**config.mk**
```make
export PLATFORM = sky130hd
export DESIGN_NAME = nibble_serial_sub_ctrl
export DESIGN_NICKNAME = d
export VERILOG_FILES = /design/src/rtl/nibble_serial_sub_pkg.sv /design/src/rtl/nibble_sub_slice.sv /design/src/rtl/nibble_serial_sub_ctrl.sv
export SDC_FILE = /design/constraint.sdc
export NUM_CORES = 1
export LEC_CHECK = 0
export CAP_MARGIN = 20
export CORE_MARGIN = 2
export CORE_UTILIZATION = 45
export DETAILED_ROUTE_END_ITERATION = 8
export HOLD_SLACK_MARGIN = 0.1
export PLACE_DENSITY = 0.71
export SETUP_SLACK_MARGIN = 0.4
export SLEW_MARGIN = 20
export SYNTH_ARGS = -nofsm -noshare
export SYNTH_HDL_FRONTEND = slang
export SYNTH_SLANG_ARGS = --single-unit
```
**constraint.sdc**
```tcl
create_clock -name clk -period 5.8 [get_ports clk]
set_input_delay 1.16 -clock clk [delete_from_list [all_inputs] [get_ports clk]]
set_output_delay 1.16 -clock clk [all_outputs]
set_load 0.01 [all_outputs]
```
**src/rtl/nibble_serial_sub_pkg.sv**
```systemverilog
// Shared definitions for the nibble-serial subtractor controller.
//   NIBBLE_W   : width of the shared subtractor slice (4 bits)
//   state_t    : controller states IDLE / CALC / DONE
//   cnt_width  : nibble-counter width, clog2(nibbles) but never below 1
package nibble_serial_sub_pkg;

    localparam int NIBBLE_W = 4;

    typedef enum logic [1:0] {
        IDLE = 2'd0,
        CALC = 2'd1,
        DONE = 2'd2
    } state_t;

    function automatic int cnt_width(input int nibbles);
        int w;
        w = $clog2(nibbles);
        return (w < 1) ? 1 : w;
    endfunction

endpackage

```
**src/rtl/nibble_sub_slice.sv**
```systemverilog
// Combinational 4-bit borrow-chained subtractor slice: {bout, diff} = a - b - bin.
// Ports:
//   a, b  : 4-bit minuend / subtrahend nibbles
//   bin   : borrow in
//   diff  : 4-bit difference
//   bout  : borrow out (1 when a < b + bin)
module nibble_sub_slice
    import nibble_serial_sub_pkg::*;
(
    input  logic [NIBBLE_W-1:0] a,
    input  logic [NIBBLE_W-1:0] b,
    input  logic                bin,
    output logic [NIBBLE_W-1:0] diff,
    output logic                bout
);

    logic [NIBBLE_W:0] full;

    // One extra bit catches the borrow as the sign of the widened result.
    assign full = {1'b0, a} - {1'b0, b} - {{NIBBLE_W{1'b0}}, bin};
    assign diff = full[NIBBLE_W-1:0];
    assign bout = full[NIBBLE_W];

endmodule

```
**src/rtl/nibble_serial_sub_ctrl.sv**
```systemverilog
// Multi-cycle WIDTH-bit subtractor: diff = a - b - bin, one nibble per clock,
// LSB first, through a single shared nibble_sub_slice.
// Ports:
//   clk, rst    : clock, synchronous active-high reset
//   start       : request, accepted only in IDLE or DONE
//   a, b, bin   : operands, captured on an accepted start
//   busy        : high in CALC
//   done        : one-cycle pulse when diff/barrow are updated
//   diff        : registered result, held until the next completion
//   barrow      : registered borrow out of the MSB nibble
//   zero        : (NIBBLE_SERIAL_SUB_ZERO_FLAG_EN only) completed diff == 0
//   state_dbg   : current controller state
// Optional feature macro: NIBBLE_SERIAL_SUB_ZERO_FLAG_EN
// Handshake: start is a level request sampled on the rising edge while the
// controller is IDLE or DONE; done pulses for exactly one cycle per accepted
// start, NIBBLES+1 edges after acceptance. There is no backpressure.
module nibble_serial_sub_ctrl
    import nibble_serial_sub_pkg::*;
#(
    parameter int WIDTH = 16
) (
    input  logic             clk,
    input  logic             rst,
    input  logic             start,
    input  logic [WIDTH-1:0] a,
    input  logic [WIDTH-1:0] b,
    input  logic             bin,
    output logic             busy,
    output logic             done,
    output logic [WIDTH-1:0] diff,
    output logic             barrow,
`ifdef NIBBLE_SERIAL_SUB_ZERO_FLAG_EN
    output logic             zero,
`endif
    output logic [1:0]       state_dbg
);

    localparam int NIBBLES = WIDTH / NIBBLE_W;
    localparam int CNT_W   = cnt_width(NIBBLES);
    localparam logic [CNT_W-1:0] LAST = CNT_W'(NIBBLES - 1);

    if ((WIDTH % NIBBLE_W) != 0 || WIDTH < NIBBLE_W) begin : g_width_check
        $fatal(1, "nibble_serial_sub_ctrl: WIDTH must be a multiple of 4 and >= 4");
    end

    state_t                             state_q, state_d;
    logic [CNT_W-1:0]                   cnt_q, cnt_d;
    logic                               brw_q, brw_d;
    logic [NIBBLES-1:0][NIBBLE_W-1:0]   a_q, a_d;
    logic [NIBBLES-1:0][NIBBLE_W-1:0]   b_q, b_d;
    logic [NIBBLES-1:0][NIBBLE_W-1:0]   shadow_q, shadow_d;
    logic [WIDTH-1:0]                   diff_q, diff_d;
    logic                               barrow_q, barrow_d;
`ifdef NIBBLE_SERIAL_SUB_ZERO_FLAG_EN
    logic                               nz_q, nz_d;
    logic                               zero_q, zero_d;
`endif

    logic [NIBBLE_W-1:0] sl_a, sl_b, sl_diff;
    logic                sl_bout;

    assign sl_a = a_q[cnt_q];
    assign sl_b = b_q[cnt_q];

    nibble_sub_slice u_slice (
        .a    (sl_a),
        .b    (sl_b),
        .bin  (brw_q),
        .diff (sl_diff),
        .bout (sl_bout)
    );

    always_comb begin
        state_d  = state_q;
        cnt_d    = cnt_q;
        brw_d    = brw_q;
        a_d      = a_q;
        b_d      = b_q;
        shadow_d = shadow_q;
        diff_d   = diff_q;
        barrow_d = barrow_q;
`ifdef NIBBLE_SERIAL_SUB_ZERO_FLAG_EN
        nz_d     = nz_q;
        zero_d   = zero_q;
`endif
        case (state_q)
            IDLE, DONE: begin
                if (start) begin
                    a_d     = a;
                    b_d     = b;
                    brw_d   = bin;
                    cnt_d   = '0;
`ifdef NIBBLE_SERIAL_SUB_ZERO_FLAG_EN
                    nz_d    = 1'b0;
`endif
                    state_d = CALC;
                end else begin
                    state_d = IDLE;
                end
            end
            CALC: begin
                shadow_d[cnt_q] = sl_diff;
                brw_d           = sl_bout;
                cnt_d           = cnt_q + CNT_W'(1);
`ifdef NIBBLE_SERIAL_SUB_ZERO_FLAG_EN
                // Any non-zero nibble makes the whole result non-zero.
                nz_d            = nz_q | (|sl_diff);
`endif
                if (cnt_q == LAST) begin
                    // shadow_d already holds the final nibble here.
                    diff_d   = shadow_d;
                    barrow_d = sl_bout;
`ifdef NIBBLE_SERIAL_SUB_ZERO_FLAG_EN
                    zero_d   = ~nz_d;
`endif
                    cnt_d    = '0;
                    state_d  = DONE;
                end
            end
            default: state_d = IDLE;
        endcase
    end

    always_ff @(posedge clk) begin
        if (rst) begin
            state_q  <= IDLE;
            cnt_q    <= '0;
            brw_q    <= 1'b0;
            a_q      <= '0;
            b_q      <= '0;
            shadow_q <= '0;
            diff_q   <= '0;
            barrow_q <= 1'b0;
`ifdef NIBBLE_SERIAL_SUB_ZERO_FLAG_EN
            nz_q     <= 1'b0;
            zero_q   <= 1'b0;
`endif
        end else begin
            state_q  <= state_d;
            cnt_q    <= cnt_d;
            brw_q    <= brw_d;
            a_q      <= a_d;
            b_q      <= b_d;
            shadow_q <= shadow_d;
            diff_q   <= diff_d;
            barrow_q <= barrow_d;
`ifdef NIBBLE_SERIAL_SUB_ZERO_FLAG_EN
            nz_q     <= nz_d;
            zero_q   <= zero_d;
`endif
        end
    end

    assign busy      = (state_q == CALC);
    assign done      = (state_q == DONE);
    assign diff      = diff_q;
    assign barrow    = barrow_q;
    assign state_dbg = state_q;
`ifdef NIBBLE_SERIAL_SUB_ZERO_FLAG_EN
    assign zero      = zero_q;
`endif

endmodule

```
== Word-level counts from Yosys, hierarchy flattened ==
Index checks and enable logic that the tools add are counted.

* Bits in latches: 0
* Bits in registers: 70
* Output and inout bits: 21
* Bits in writable memories: 0
* Input port bits: 36
* Memories kept: 0
* Memory bits (read-only): 0
* Logic and storage cells: 49

* $lt $le $gt $ge: 2
* Add/subtract/negate cells: 3
* Shift-type cells: 0
* Bitwise gates (word level): 0
* Multiplexer cells: 15
* Reductions and logical operators: 7
* Equal/unequal tests: 5
* Multipliers: 0
* Divide/modulo/power cells: 0

{| class="wikitable"
|+ Operators with widths
! cell !! count
|-
| $bmux W4 S2 || 2
|-
| $bwmux W16 || 1
|-
| $mux W4 || 3
|-
| $demux W4 S2 || 1
|-
| $pmux W2 S2 || 2
|-
| $mux W2 || 3
|-
| $reduce_and A2 Y1 || 3
|-
| $sub A4 B4 Y5 || 1
|-
| $sub A5 B1 Y5 || 1
|-
| $eq A2 B2 Y1 const B || 2
|-
| $lt A2 B3 Y1 const B || 1
|-
| $add A2 B1 Y2 const B || 1
|-
| $eq A2 B1 Y1 const B || 1
|-
| $ge A2 B1 Y1 const B || 1
|-
| $logic_not A2 Y1 || 1
|-
| $mux W1 || 2
|-
| $ne A2 B1 Y1 const B || 1
|-
| $ne A2 B2 Y1 const B || 1
|-
| $pmux W1 S2 || 1
|-
| $reduce_bool A2 Y1 || 1
|-
| $reduce_or A2 Y1 || 1
|-
| $logic_and A1 B1 Y1 || 1
|}

== Depth between registers and ports, before layout ==
* Word-level depth: 5
* Depth in mapped cells: 10
* Mapped depth without buffers: 9

== By module ==
From an unflattened synthesis, not the netlist that was laid out.

* Cells, all modules: 354
* Area total of the unflattened synthesis: 3236.9 um^2

{| class="wikitable"
|+ By module, submodules not included
! module !! times used !! cells each !! seq. area each (um^2) !! area each (um^2)
|-
| nibble_serial_sub_ctrl || 1 || 330 || 1381.3 || 3029.2
|-
| nibble_sub_slice || 1 || 24 || 0.0 || 207.7
|}

== Least setup slack after synthesis ==
Ideal clock, no wire load.

* Path kind: register -> register
* Start: register cnt_q[0]
* End: register diff_q[10], in the netlist diff[10]
* Arrival time: 2.760 ns
* Stages on the path, launching flop included: 8
* Buffers on the path: 1
* Library setup time: 0.086 ns
* Period minus slack after synthesis: 2.846 ns
* Path slack: 2.954 ns
* Required time: 5.714 ns
* Cells stage by stage: dfxtp_1 buf_2 mux4_2 fa_1 fa_1 xnor2_1 mux2i_1 a211oi_1

* Word-level cells in the longest chain between the ends: 5
* Elaborated cells between the ends (all ways): 14
* Classes of those cells: add/sub (2); order compare (2); eq/ne (1); mux (7); reduce/logical (2)

{| class="wikitable"
|+ RTL lines
! element !! line !! source
|-
| from (decl) || nibble_serial_sub_ctrl.sv:47 || <nowiki>logic [CNT_W-1:0] cnt_q, cnt_d;</nowiki>
|-
| from (signal assigned) || nibble_serial_sub_ctrl.sv:140 || <nowiki>cnt_q <= cnt_d;</nowiki>
|-
| $bmux W4 S2, or another cell as far along || nibble_serial_sub_ctrl.sv:62 || <nowiki>assign sl_a = a_q[cnt_q];</nowiki>
|-
| $mux W4 (not written as such), or another cell as far along || nibble_serial_sub_ctrl.sv:62 ||
|-
| $sub A4 B4 Y5 / $mux W4 (equally long branches) || nibble_sub_slice.sv:20, nibble_serial_sub_ctrl.sv:102 ||
|-
| $sub A5 B1 Y5 / $demux W4 S2 (equally long branches) || nibble_sub_slice.sv:20, nibble_serial_sub_ctrl.sv:102 ||
|-
| $bwmux W16 || nibble_serial_sub_ctrl.sv:102 || <nowiki>shadow_d[cnt_q] = sl_diff;</nowiki>
|-
| to (signal assigned) || nibble_serial_sub_ctrl.sv:145 || <nowiki>diff_q <= diff_d;</nowiki>
|-
| to (decl) || nibble_serial_sub_ctrl.sv:52 || <nowiki>logic [WIDTH-1:0] diff_q, diff_d;</nowiki>
|}

Parallel ways exist; a longest one is shown, timed or not. The select of a mux whose other input is x is not followed.
A chain may end at the register's enable or synchronous reset.

== Final worst setup path ==
* Start: register cnt_q[0]
* End: register diff_q[2], in the netlist diff[2]

The elaborated chain is that of the path after synthesis.

==> out/qor.yml <==
run_status:
  status: "finished clean"
clock_network:
  cts_root_buf: "clkbuf_8"
  clock_latency_ps: 330
  clockBufferDepth: 2
  clock_sinks: 66
  cts_tree: "done"
  cts_buffers: 9
  ctsResizeCount: 0
  holdBufCountCts: 0
  post-cts-setup-buffers: 0
  clk_pin_slew_ps: 70
  h-tree-depth: 3
floorplanning:
  ioPinCount: 57
  rows: 29
  die_h_um: 83.9
  start_util: 0.458
  coreArea_mm2: 0.00628
  die_w_um: 83.9
  die_area_mm2: 0.00704
placement:
  dp_hpwl_mm: 3.99
  pre_cts_slack_ps: 2510
  portBuffers: 56
  gp_congestion: 0.743
route:
  drcViolationCount: 0
  drtIter0Drc: 125
  ant_nets: 0
  routed_wl_mm: 5.84
  firstDrtPassIters: 5
  avgRoutedWirePerCell_um: 12.7
  num_vias: 2369
  vias_per_cell: 5.16
yosys:
  yosysTopAreaCell: "dfxtp_1"
  synth_top_area_frac: 0.460
  synth_edf_count: 0
  ys_seq_elements: 66
  syn_inst: 334
  synth_nets: 380
  synth.avg_cell_area_um2: 8.60
  synth_cell_types: 32
  synth_ff_type: "dfxtp_1"
  synth_area_leaders: "dfxtp_1 (46%), nand2_1 (11%), a21oi_1 (8.2%)"
  synthArstFlopShare: 0
  ys_seq_area_frac: 0.460
  syn-cell-area_mm2: 0.00287
  yosys_warnings: 0
global_route:
  track_usage: 0.177
  grt.overflow.total: 0
  top_usage_layer: "met2"
  met2_usage: 0.284
  use_met3: 0.0376
  grt_max_degree: 72
  use_met1: 0.224
  antenna_found_initial: 0
  grt_pass1_vias: 2186
  grt_pass1_wl_mm: 9.96
worst_setup_path:
  endpoint: "diff[2]"
  critPathCaptureType: "register"
  reg2reg_from: "cnt_q[0]"
  rr_worst_depth: 6
  crit_start: "cnt_q[0]"
  criticalPathCategory: "reg -> reg"
  cp_data_required_time_ps: 6040
  crit_fanout: 13
  crit_path_start_kind: "register"
  reg2reg_slack_ps: 2550
  rr_endpoint: "diff[2]"
  arrival_ps: 3500
sta:
  fmax_mhz: 307
  setup_ws_ps: 2550
  rsz0062_at_grt: "no"
  period_minus_slack_ps: 3250
  fin_crit_sh: 0.561
  relSlewSlack: 0.523
  tns_ps: 0
  worstMarginPinSlew_ps: 715
  fin_skew_ps: 8.62
  slew_violations: 0
  hold_viol_final: 0
  setup_viol: 0
finish:
  area_growth_pct: 26.3
  diodes: 0
  drive_gt1_frac: 0.0733
  post-route-util: 0.578
  num-nets-final: 423
pwr:
  total_power_w: 0.00100
  vdd_ir_drop_max_uv: 144
  leakage_nw: 1.28
  powerDensity_mw_per_mm2: 277
min_path:
  worstHoldPathType: "reg -> reg"
flow_run:
  cap_viol_max_count: 0
## worst min-delay path by stage
| stage | from | cells past startpoint | end |
|---|---|---|---|
| after floorplan | a_q[10] | 2 | a_q[10] |
| after global placement | diff[1] | 2 | diff[1] |
| after CTS | diff[1] | 2 | diff[1] |
| after global routing | diff[4] | 2 | diff[4] |
| final | diff[1] | 2 | diff[1] |
| after detailed placement | diff[1] | 2 | diff[1] |
## state kept, by name (all words and copies together), names as in the netlist
name / flops
a_q: 16
b_q: 16
barrow: 1
brw_q: 1
cnt_q: 2
diff: 16
shadow_q: 12
state_dbg: 2
## cell usage after synthesis (2+ instances only)
| cell | count |
|---|---|
| nor2b_1 | 2 |
| mux2i_1 | 3 |
| o21a_1 | 2 |
| inv_1 | 14 |
| nand2_1 | 88 |
| or3_1 | 3 |
| dfxtp_1 | 66 |
| a31oi_1 | 3 |
| ha_1 | 8 |
| a21oi_1 | 47 |
| a211oi_1 | 12 |
| o21ai_1 | 3 |
| nor2_1 | 14 |
| o31ai_1 | 4 |
| clkbuf_1 | 21 |
| and2_1 | 2 |
| nand3b_1 | 2 |
| mux4_2 | 8 |
| buf_2 | 4 |
| nand2b_1 | 3 |
| xnor2_1 | 2 |
| nor4_1 | 3 |
| o211ai_1 | 6 |
| fa_1 | 2 |
| nand3_1 | 3 |
| and2_0 | 3 |
## per-layer routing
| layer | routed length, µm | vias up |
|---|---|---|
| li1 | - | 1214 |
| met1 | 2710 | 1092 |
| met2 | 2790 | 55 |
| met3 | 236 | 8 |
| met4 | 110 | 0 |
| met5 | 0 | - |
## logic make-up (layout without fill, tap and decap cells)
kind of cell | Yosys count | after routing | synth area share
compound gates | 79 | 79 | 0.165
xor+xnor | 3 | 3 | 0.0157
fa+ha+maj | 10 | 10 | 0.0488
buf+inv | 40 | 88 | 0.0540
flops | 66 | 66 | 0.460
mux | 11 | 11 | 0.0732
simple gates | 125 | 125 | 0.184
## stage by stage
step                hold WS (ps)  instances  area, µm²
global placement             438        443       3440
CTS                          454        459       3630
finish                       451        459       3630
global route                 476        459       3630
floorplan                    433        334       2870
detailed placement           445        443       3440
## worst max-delay path, cell delays in order (launching register included)
cell and delay, ps:
dfxtp_1 780, mux4_2 600, fa_1 450, fa_1 440
xnor2_1 490, mux2i_1 160, a211oi_1 240
## final cells by class
cell class              instances  area, µm²
inverters                      14       52.6
well taps                      77       96.3
clock inverters                 2       10.0
multi-input cells             228       1400
clock buffers                  14        173
repair buffers                 58        571
flip-flops and latches         66       1320
fillers                       578       2650
## placed cells by master (no fill, tap or decap), types with 4 or more instances in the layout
cell type / netlist / final
a21oi_1: 47 / 47
dfxtp_1: 66 / 66
nand2_1: 88 / 88
clkdlybuf4s50_1: 0 / 55
mux4_2: 8 / 8
o211ai_1: 6 / 6
o31ai_1: 4 / 4
nor2_1: 14 / 14
clkbuf_8: 0 / 12
inv_1: 14 / 14
ha_1: 8 / 8
a211oi_1: 12 / 12
## report_power, final
| part | total (W) | switching (W) | internal (W) |
|---|---|---|---|
| combinational | 0.000167 | 0.0000913 | 0.0000753 |
| sequential | 0.000488 | 0.0000142 | 0.000474 |
| clock | 0.000350 | 0.000160 | 0.000189 |
| total | 0.00100 | 0.000266 | 0.000738 |
(Power assumes the default switching activity.)
